`config.mk`:
```
export PLATFORM = sky130hd
export DESIGN_NAME = fetch_decode_latch
export DESIGN_NICKNAME = d
export VERILOG_FILES = /design/src/rtl/fetch_decode_latch.sv
export SDC_FILE = /design/constraint.sdc
export NUM_CORES = 1
export LEC_CHECK = 0
export ABC_AREA = 0
export CORE_AREA = 2 2 66 81
export CTS_CLUSTER_DIAMETER = 40
export DETAILED_ROUTE_END_ITERATION = 8
export DIE_AREA = 0 0 68 83
export PLACE_DENSITY = 0.66
export SLEW_MARGIN = 30
export SYNTH_ARGS = -nofsm -noshare
export SYNTH_HDL_FRONTEND = slang
export SYNTH_SLANG_ARGS = --single-unit
```
`constraint.sdc`:
```
create_clock -name clk -period 2 [get_ports clk]
set_clock_uncertainty 0.15 [all_clocks]
set_input_delay 0.2 -clock clk [delete_from_list [all_inputs] [get_ports clk]]
set_output_delay 0.2 -clock clk [all_outputs]
set_load 0.01 [all_outputs]
```
`src/rtl/fetch_decode_latch.sv`:
```
// IF/ID pipeline register: captures fetch outputs, holds on stall, inserts NOP
// bubbles after a taken branch and freezes the front end once HALT reaches decode.
module fetch_decode_latch #(
    parameter logic [15:0] NOP_INSTR     = 16'h0800,
    parameter int          SQUASH_CYCLES = 2,
    parameter logic [4:0]  HALT_OPCODE   = 5'b00000
) (
    input  logic        clk,
    input  logic        rst,
    input  logic [15:0] instrF,
    input  logic [15:0] incPCF,
    input  logic        errF,
    input  logic        stall,
    input  logic        flush,
    output logic [15:0] instrD,
    output logic [15:0] incPCD,
    output logic        validD,
    output logic        errD,
    output logic        pcWrEn,
    output logic        halted,
    output logic        squashing
);

    typedef enum logic [1:0] {
        RUN    = 2'd0,
        SQUASH = 2'd1,
        HALTED = 2'd2
    } state_t;

    localparam logic [2:0] SQ_RELOAD = 3'(SQUASH_CYCLES - 1);

    state_t      r_state;
    logic [2:0]  r_cnt;
    logic [15:0] r_instr;
    logic [15:0] r_incpc;
    logic        r_valid;
    logic        r_err;

    state_t      w_state_nx;
    logic [2:0]  w_cnt_nx;
    logic [15:0] w_instr_nx;
    logic [15:0] w_incpc_nx;
    logic        w_valid_nx;
    logic        w_err_nx;
    logic        w_is_halt;

    assign w_is_halt = (instrF[15:11] == HALT_OPCODE) && !errF;

    always_comb begin
        w_state_nx = r_state;
        w_cnt_nx   = r_cnt;
        w_instr_nx = r_instr;
        w_incpc_nx = r_incpc;
        w_valid_nx = r_valid;
        w_err_nx   = r_err;

        // Flush has the same effect in every state; it also clears a wrong-path halt.
        if (flush) begin
            w_instr_nx = NOP_INSTR;
            w_valid_nx = 1'b0;
            w_err_nx   = 1'b0;
            if (SQUASH_CYCLES > 1) begin
                w_state_nx = SQUASH;
                w_cnt_nx   = SQ_RELOAD;
            end else begin
                w_state_nx = RUN;
                w_cnt_nx   = 3'd0;
            end
        end else begin
            case (r_state)
                RUN: begin
                    if (!stall) begin
                        w_instr_nx = instrF;
                        w_incpc_nx = incPCF;
                        w_valid_nx = 1'b1;
                        w_err_nx   = errF;
                        if (w_is_halt) w_state_nx = HALTED;
                    end
                end
                SQUASH: begin
                    w_instr_nx = NOP_INSTR;
                    w_valid_nx = 1'b0;
                    w_err_nx   = 1'b0;
                    w_cnt_nx   = r_cnt - 3'd1;
                    if (r_cnt <= 3'd1) begin
                        w_state_nx = RUN;
                        w_cnt_nx   = 3'd0;
                    end
                end
                HALTED: begin
                    if (!stall) begin
                        w_instr_nx = NOP_INSTR;
                        w_valid_nx = 1'b0;
                        w_err_nx   = 1'b0;
                    end
                end
                default: begin
                    w_state_nx = RUN;
                    w_cnt_nx   = 3'd0;
                end
            endcase
        end
    end

    always_ff @(posedge clk) begin
        if (!rst) begin
            r_state <= RUN;
            r_cnt   <= 3'd0;
            r_instr <= NOP_INSTR;
            r_incpc <= 16'd0;
            r_valid <= 1'b0;
            r_err   <= 1'b0;
        end else begin
            r_state <= w_state_nx;
            r_cnt   <= w_cnt_nx;
            r_instr <= w_instr_nx;
            r_incpc <= w_incpc_nx;
            r_valid <= w_valid_nx;
            r_err   <= w_err_nx;
        end
    end

    assign pcWrEn = flush || !((r_state == HALTED) || ((r_state == RUN) && stall));

    assign instrD    = r_instr;
    assign incPCD    = r_incpc;
    assign validD    = r_valid;
    assign errD      = r_err & r_valid;
    assign halted    = (r_state == HALTED);
    assign squashing = (r_state == SQUASH);

endmodule

```
Yosys cells after proc, flatten, opt, wreduce, memory -nomap -nowiden
Cells that the tools add are included.
{ "totals": {"register_bits": 39, "input_bits": 37, "output_inout_bits": 37, "word_cells": 57} }
{ "op_classes": {"addsub": 1, "n_lt_le_gt_ge": 1, "n_eq_ne": 11, "muxes": 16, "n_bitwise": 5, "reduce_logical": 15} }
{ "op_table": {"columns": ["op", "n"], "rows": [
  ["$pmux 16 s3", 1],
  ["$mux 16", 2],
  ["$ne 2x2->1 const B", 4],
  ["$reduce_and 4->1", 2],
  ["$mux 2", 3],
  ["$ne 3x3->1 const B", 2],
  ["$pmux 1 s3", 2],
  ["$pmux 2 s3", 1],
  ["$pmux 3 s2", 1],
  ["$reduce_and 3->1", 2],
  ["$logic_not 5->1", 1],
  ["$mux 1", 5],
  ["$ne 2x1->1 const B", 2],
  ["$not 1->1", 4],
  ["$reduce_or 2->1", 2],
  ["$le 3x1->1 const B", 1],
  ["$mux 3", 1],
  ["$ne 3x2->1 const B", 1],
  ["$reduce_bool 3->1", 1],
  ["$sub 3x1->3 const B", 1],
  ["$eq 2x1->1 const B", 1],
  ["$eq 2x2->1 const B", 1],
  ["$logic_and 1x1->1", 2],
  ["$logic_not 1->1", 2],
  ["other kinds (3)", 4]
]} }

Longest topological paths before layout
{ "depth": {"ltp_word": 6, "ltp_mapped": 7} }

Worst setup path after synthesis
No wires, ideal clock.
{ "synth_path": {"kind": "register to register", "from": "register r_state[0]", "to": "register r_cnt[2]", "setup_time_ps": 70, "arrival_ps": 1599, "path_slack_ps": 181, "stages_incl_launch_ff": 6, "n_path_buf": 0, "period_less_slack_ps": 1819, "path_cell_list": "dfxtp_1 > inv_1 > ha_1 > or2_1 > or4_1 > a21oi_1"} }
{ "synth_via": {"elab_chain_len": 3, "elab_cells_between_ends": 5, "classes_between": "eq/ne (2); mux (1); reduce/logical (2)"} }
{ "synth_lines": {"columns": ["item", "line_no", "source"], "rows": [
  ["start, declared", "32", "state_t r_state;"],
  ["start signal, assigned", "114", "r_state <= w_state_nx;"],
  ["$eq 2x2->1 *", null, null],
  ["via halted", "20", "output logic halted,"],
  ["$reduce_or 2->1 (no line) *", null, null],
  ["$pmux 3 s2", "70", "case (r_state)"],
  ["end signal, assigned", "115", "r_cnt <= w_cnt_nx;"],
  ["end, declared", "33", "logic [2:0] r_cnt;"]
]} }
Mark *: on every way through the listed nets, which the timed path passes. The rest lies on a longest branch.
A chain may end at the register's enable or synchronous reset.

Worst setup path after layout
{ "layout_path": {"from": "register r_state[0]", "to": "output pcWrEn"} }
{ "layout_via": {"elab_chain_len": 5, "elab_cells_between_ends": 6, "classes_between": "eq/ne (1); reduce/logical (5)"} }
{ "layout_lines": {"columns": ["item", "line_no", "source"], "rows": [
  ["$logic_not 2->1", "123", "assign pcWrEn = flush || !((r_state == HALTED) || ((r_state == RUN) && stall));"],
  ["$logic_and 1x1->1", "123", null],
  ["$logic_or 1x1->1 *", "123", null],
  ["$logic_not 1->1 *", "123", null],
  ["$logic_or 1x1->1 *", "123", null],
  ["end, declared", "19", "output logic pcWrEn,"]
]} }
Every way passes the cells marked *; elsewhere a longest branch is shown, timed or not.

==> flow_summary.json <==
{
  "grt_setup_unrepaired": "no",
  "routed.top_layer": "met4",
  "hpwl_um": 2880,
  "dr_wl_met2_um": 1820,
  "antenna_found_initial": 0,
  "io_pins": 74,
  "placementRows": 28,
  "crit_path_cell_trace": "inv_1, ha_2, a21oi_1, or2_2, dlygate4sd2_1",
  "ant_nets": 0,
  "track_usage_pct": 14.2,
  "synth_nets": 231,
  "routed_via_density": 4.77,
  "clk_path_buf_depth": 2,
  "fp.dieH_um": 83,
  "clockRootBuffer": "clkbuf_8",
  "io_buffer_count": 73,
  "synth_top_area_share_pct": 47.1,
  "synth-seq-cells": 39,
  "cts_tree": "yes",
  "n_antenna_cell": 0,
  "yosys.area.top_type": "dfxtp_1",
  "drtIter0Drc": 54,
  "slowest_stage": "dfxtp_1",
  "ir_worst_vdd_mv": 0.414,
  "min_period_over_period_pct": 95.6,
  "worstSkewPairLatency_ns": 0.28,
  "synth_flop_cell": "dfxtp_1",
  "drcViolationCount": 0,
  "globalRouteOverflowTotal": 0,
  "die_width_um": 68,
  "hold_buffers": 0,
  "crit_fanout": 6,
  "syn_avg_cell_area_um2": 8.77,
  "cap_violations": 0,
  "power_density_mw_per_mm2": 657,
  "met3WireLength_um": 400,
  "ys_seq_area_share_pct": 47.1,
  "netlist_area_mm2": 0.00166,
  "start_kind": "flop",
  "place_congestion": 0.690,
  "initial_core_util_pct": 34.3,
  "finalHoldViolCount": 0,
  "grt_pass1_vias": 1494,
  "nNetsFinal": 308,
  "fillCellCount": 484,
  "report.final.slew_viol_count": 0,
  "h-tree-depth": 2,
  "crit_arrival_ns": 1.56,
  "leakage_nw": 0.907,
  "slew_headroom_pct": 63.8,
  "tightest_slew_ns": 0.543,
  "status": "complete, no violations",
  "cp-end-kind": "output port",
  "synthesis.instances": 189,
  "ys_top_cells_by_area": "dfxtp_1, nand2_1, nand3b_1, a21oi_1, a21boi_0",
  "setup_viol": 0,
  "fmax_ghz": 0.523,
  "area.growth.synth_to_final_pct": 56.8,
  "synth_common_cells": "nand2_1, dfxtp_1, a21oi_1",
  "dieArea_mm2": 0.00564,
  "hp-class": "flop to flop",
  "core_region_area_mm2": 0.00483,
  "wl_um": 4030,
  "utilization_pct": 53.7,
  "cts_sinks": 39,
  "wl_met1_um": 1780,
  "first_pass_iters": 4,
  "synth_warnings": 0,
  "synth-edff-count": 0,
  "total_power_w": 0.00171,
  "drive_gt1_share_pct": 9.36,
  "wl_per_cell_um": 12.3,
  "numCtsBuffers": 5,
  "crit_required_ns": 1.65,
  "fin_crit_ns": 1.91,
  "async_reset_ff_share_pct": 0,
  "grt_pass1_wl_um": 6430,
  "critPathMaxStageDelay_ns": 0.31,
  "yosysMostFrequentCell": "nand2_1",
  "vias": 1561,
  "clk_pin_slew_ns": 0.07,
  "synthDistinctLibCells": 31,
  "crit_type": "flop to output port",
  "grt_start_max_net_pins": 22
}
-- metal layers --
metal,vias to the layer above,track usage [%]
li1,790,-
met1,708,17.2
met2,60,23.2
met3,3,5.28
met4,0,3.82
met5,-,0
-- cell families after synthesis --
| group | after synthesis | synth area share (%) |
|---|---|---|
| simple gates | 84 | 26.0 |
| compound gates | 45 | 18.1 |
| flops | 39 | 47.1 |
| buf+inv | 14 | 3.47 |
| fa+ha+maj | 5 | 3.78 |
| mux | 2 | 1.51 |
-- registers in the layout, indices dropped and copies added, names as in the netlist --
| register | cells |
|---|---|
| incPCD | 16 |
| instrD | 16 |
| r_cnt | 3 |
| r_state | 2 |
| r_err | 1 |
| validD | 1 |
-- worst max-delay path, delay by kind of cell, from the launching register on --
kind / cells / cell delay [ns]
AOI/OAI and AO/OA: 1 / 0.05
adders and majority gates: 1 / 0.24
buffers and inverters: 2 / 0.41
DFF: 1 / 0.31
and+or+nand+nor: 1 / 0.27
-- final timing paths --
| path | from | endpoint | slack (ns) | depth (start not counted) |
|---|---|---|---|---|
| setup reg to reg | r_state[1]$_SDFFE_PP0P_ | r_cnt[2]$_SDFFE_PP0P_ | 0.18 | 5 |
| setup / recovery | r_state[0]$_SDFFE_PN0P_ | pcWrEn | 0.09 | 5 |
| hold / removal | instrD[12]$_SDFFE_PP0P_ | instrD[12]$_SDFFE_PP0P_ | 0.30 | 2 |
| hold reg to reg | instrD[12]$_SDFFE_PP0P_ | instrD[12]$_SDFFE_PP0P_ | 0.30 | 2 |
-- metrics by stage --
stage / TNS, ns / std cells / setup WS (ns) / hold slack, ns / cell area [µm²]
after floorplan: 0 / 189 / 0.181 / 0.185 / 1660
after global placement: -0.00535 / 319 / -0.00535 / 0.289 / 2480
after detailed placement: -0.0195 / 319 / -0.0195 / 0.295 / 2480
after CTS: 0 / 327 / 0.00632 / 0.304 / 2580
after global routing: 0 / 327 / 0.00232 / 0.321 / 2600
final: 0 / 327 / 0.0888 / 0.302 / 2600
-- cell type report --
| cell class | instances | area, µm² | share of cell area [%] |
|---|---|---|---|
| multi-input cells | 136 | 836 | 32.2 |
| clock buffers | 8 | 100 | 3.85 |
| flip-flops and latches | 39 | 781 | 30.1 |
| well taps | 60 | 75.1 | 2.89 |
| inverters | 5 | 18.8 | 0.723 |
| repair buffers | 79 | 787 | 30.3 |
-- repair_timing --
item | 4_1_cts | 5_1_grt
setup buffers | 0 | 0
setup endpoints to repair | 1 | 3
resized for setup | 2 | 4
pin swaps | 0 | 0
-- power by group --
| part | total, W | switching (W) | internal (W) |
|---|---|---|---|
| clock | 0.000569 | 0.000255 | 0.000314 |
| combinational | 0.000313 | 0.000130 | 0.000183 |
| sequential | 0.000826 | 0.0000170 | 0.000809 |
-- layout by cell type, fill, tap and decap left out, drive strengths merged, types with 2 or more instances in the layout --
| master | count |
|---|---|
| a21boi | 17 |
| a21oi | 20 |
| buf | 6 |
| clkbuf | 8 |
| clkdlybuf4s50 | 72 |
| dfxtp | 39 |
| ha | 5 |
| inv | 5 |
| nand2 | 49 |
| nand2b | 2 |
| nand3b | 17 |
| nor2 | 4 |
| o21ai | 3 |
| or2 | 2 |
| or3 | 2 |
| or4 | 2 |
No activity file was read; power rests on OpenSTA's default activity.
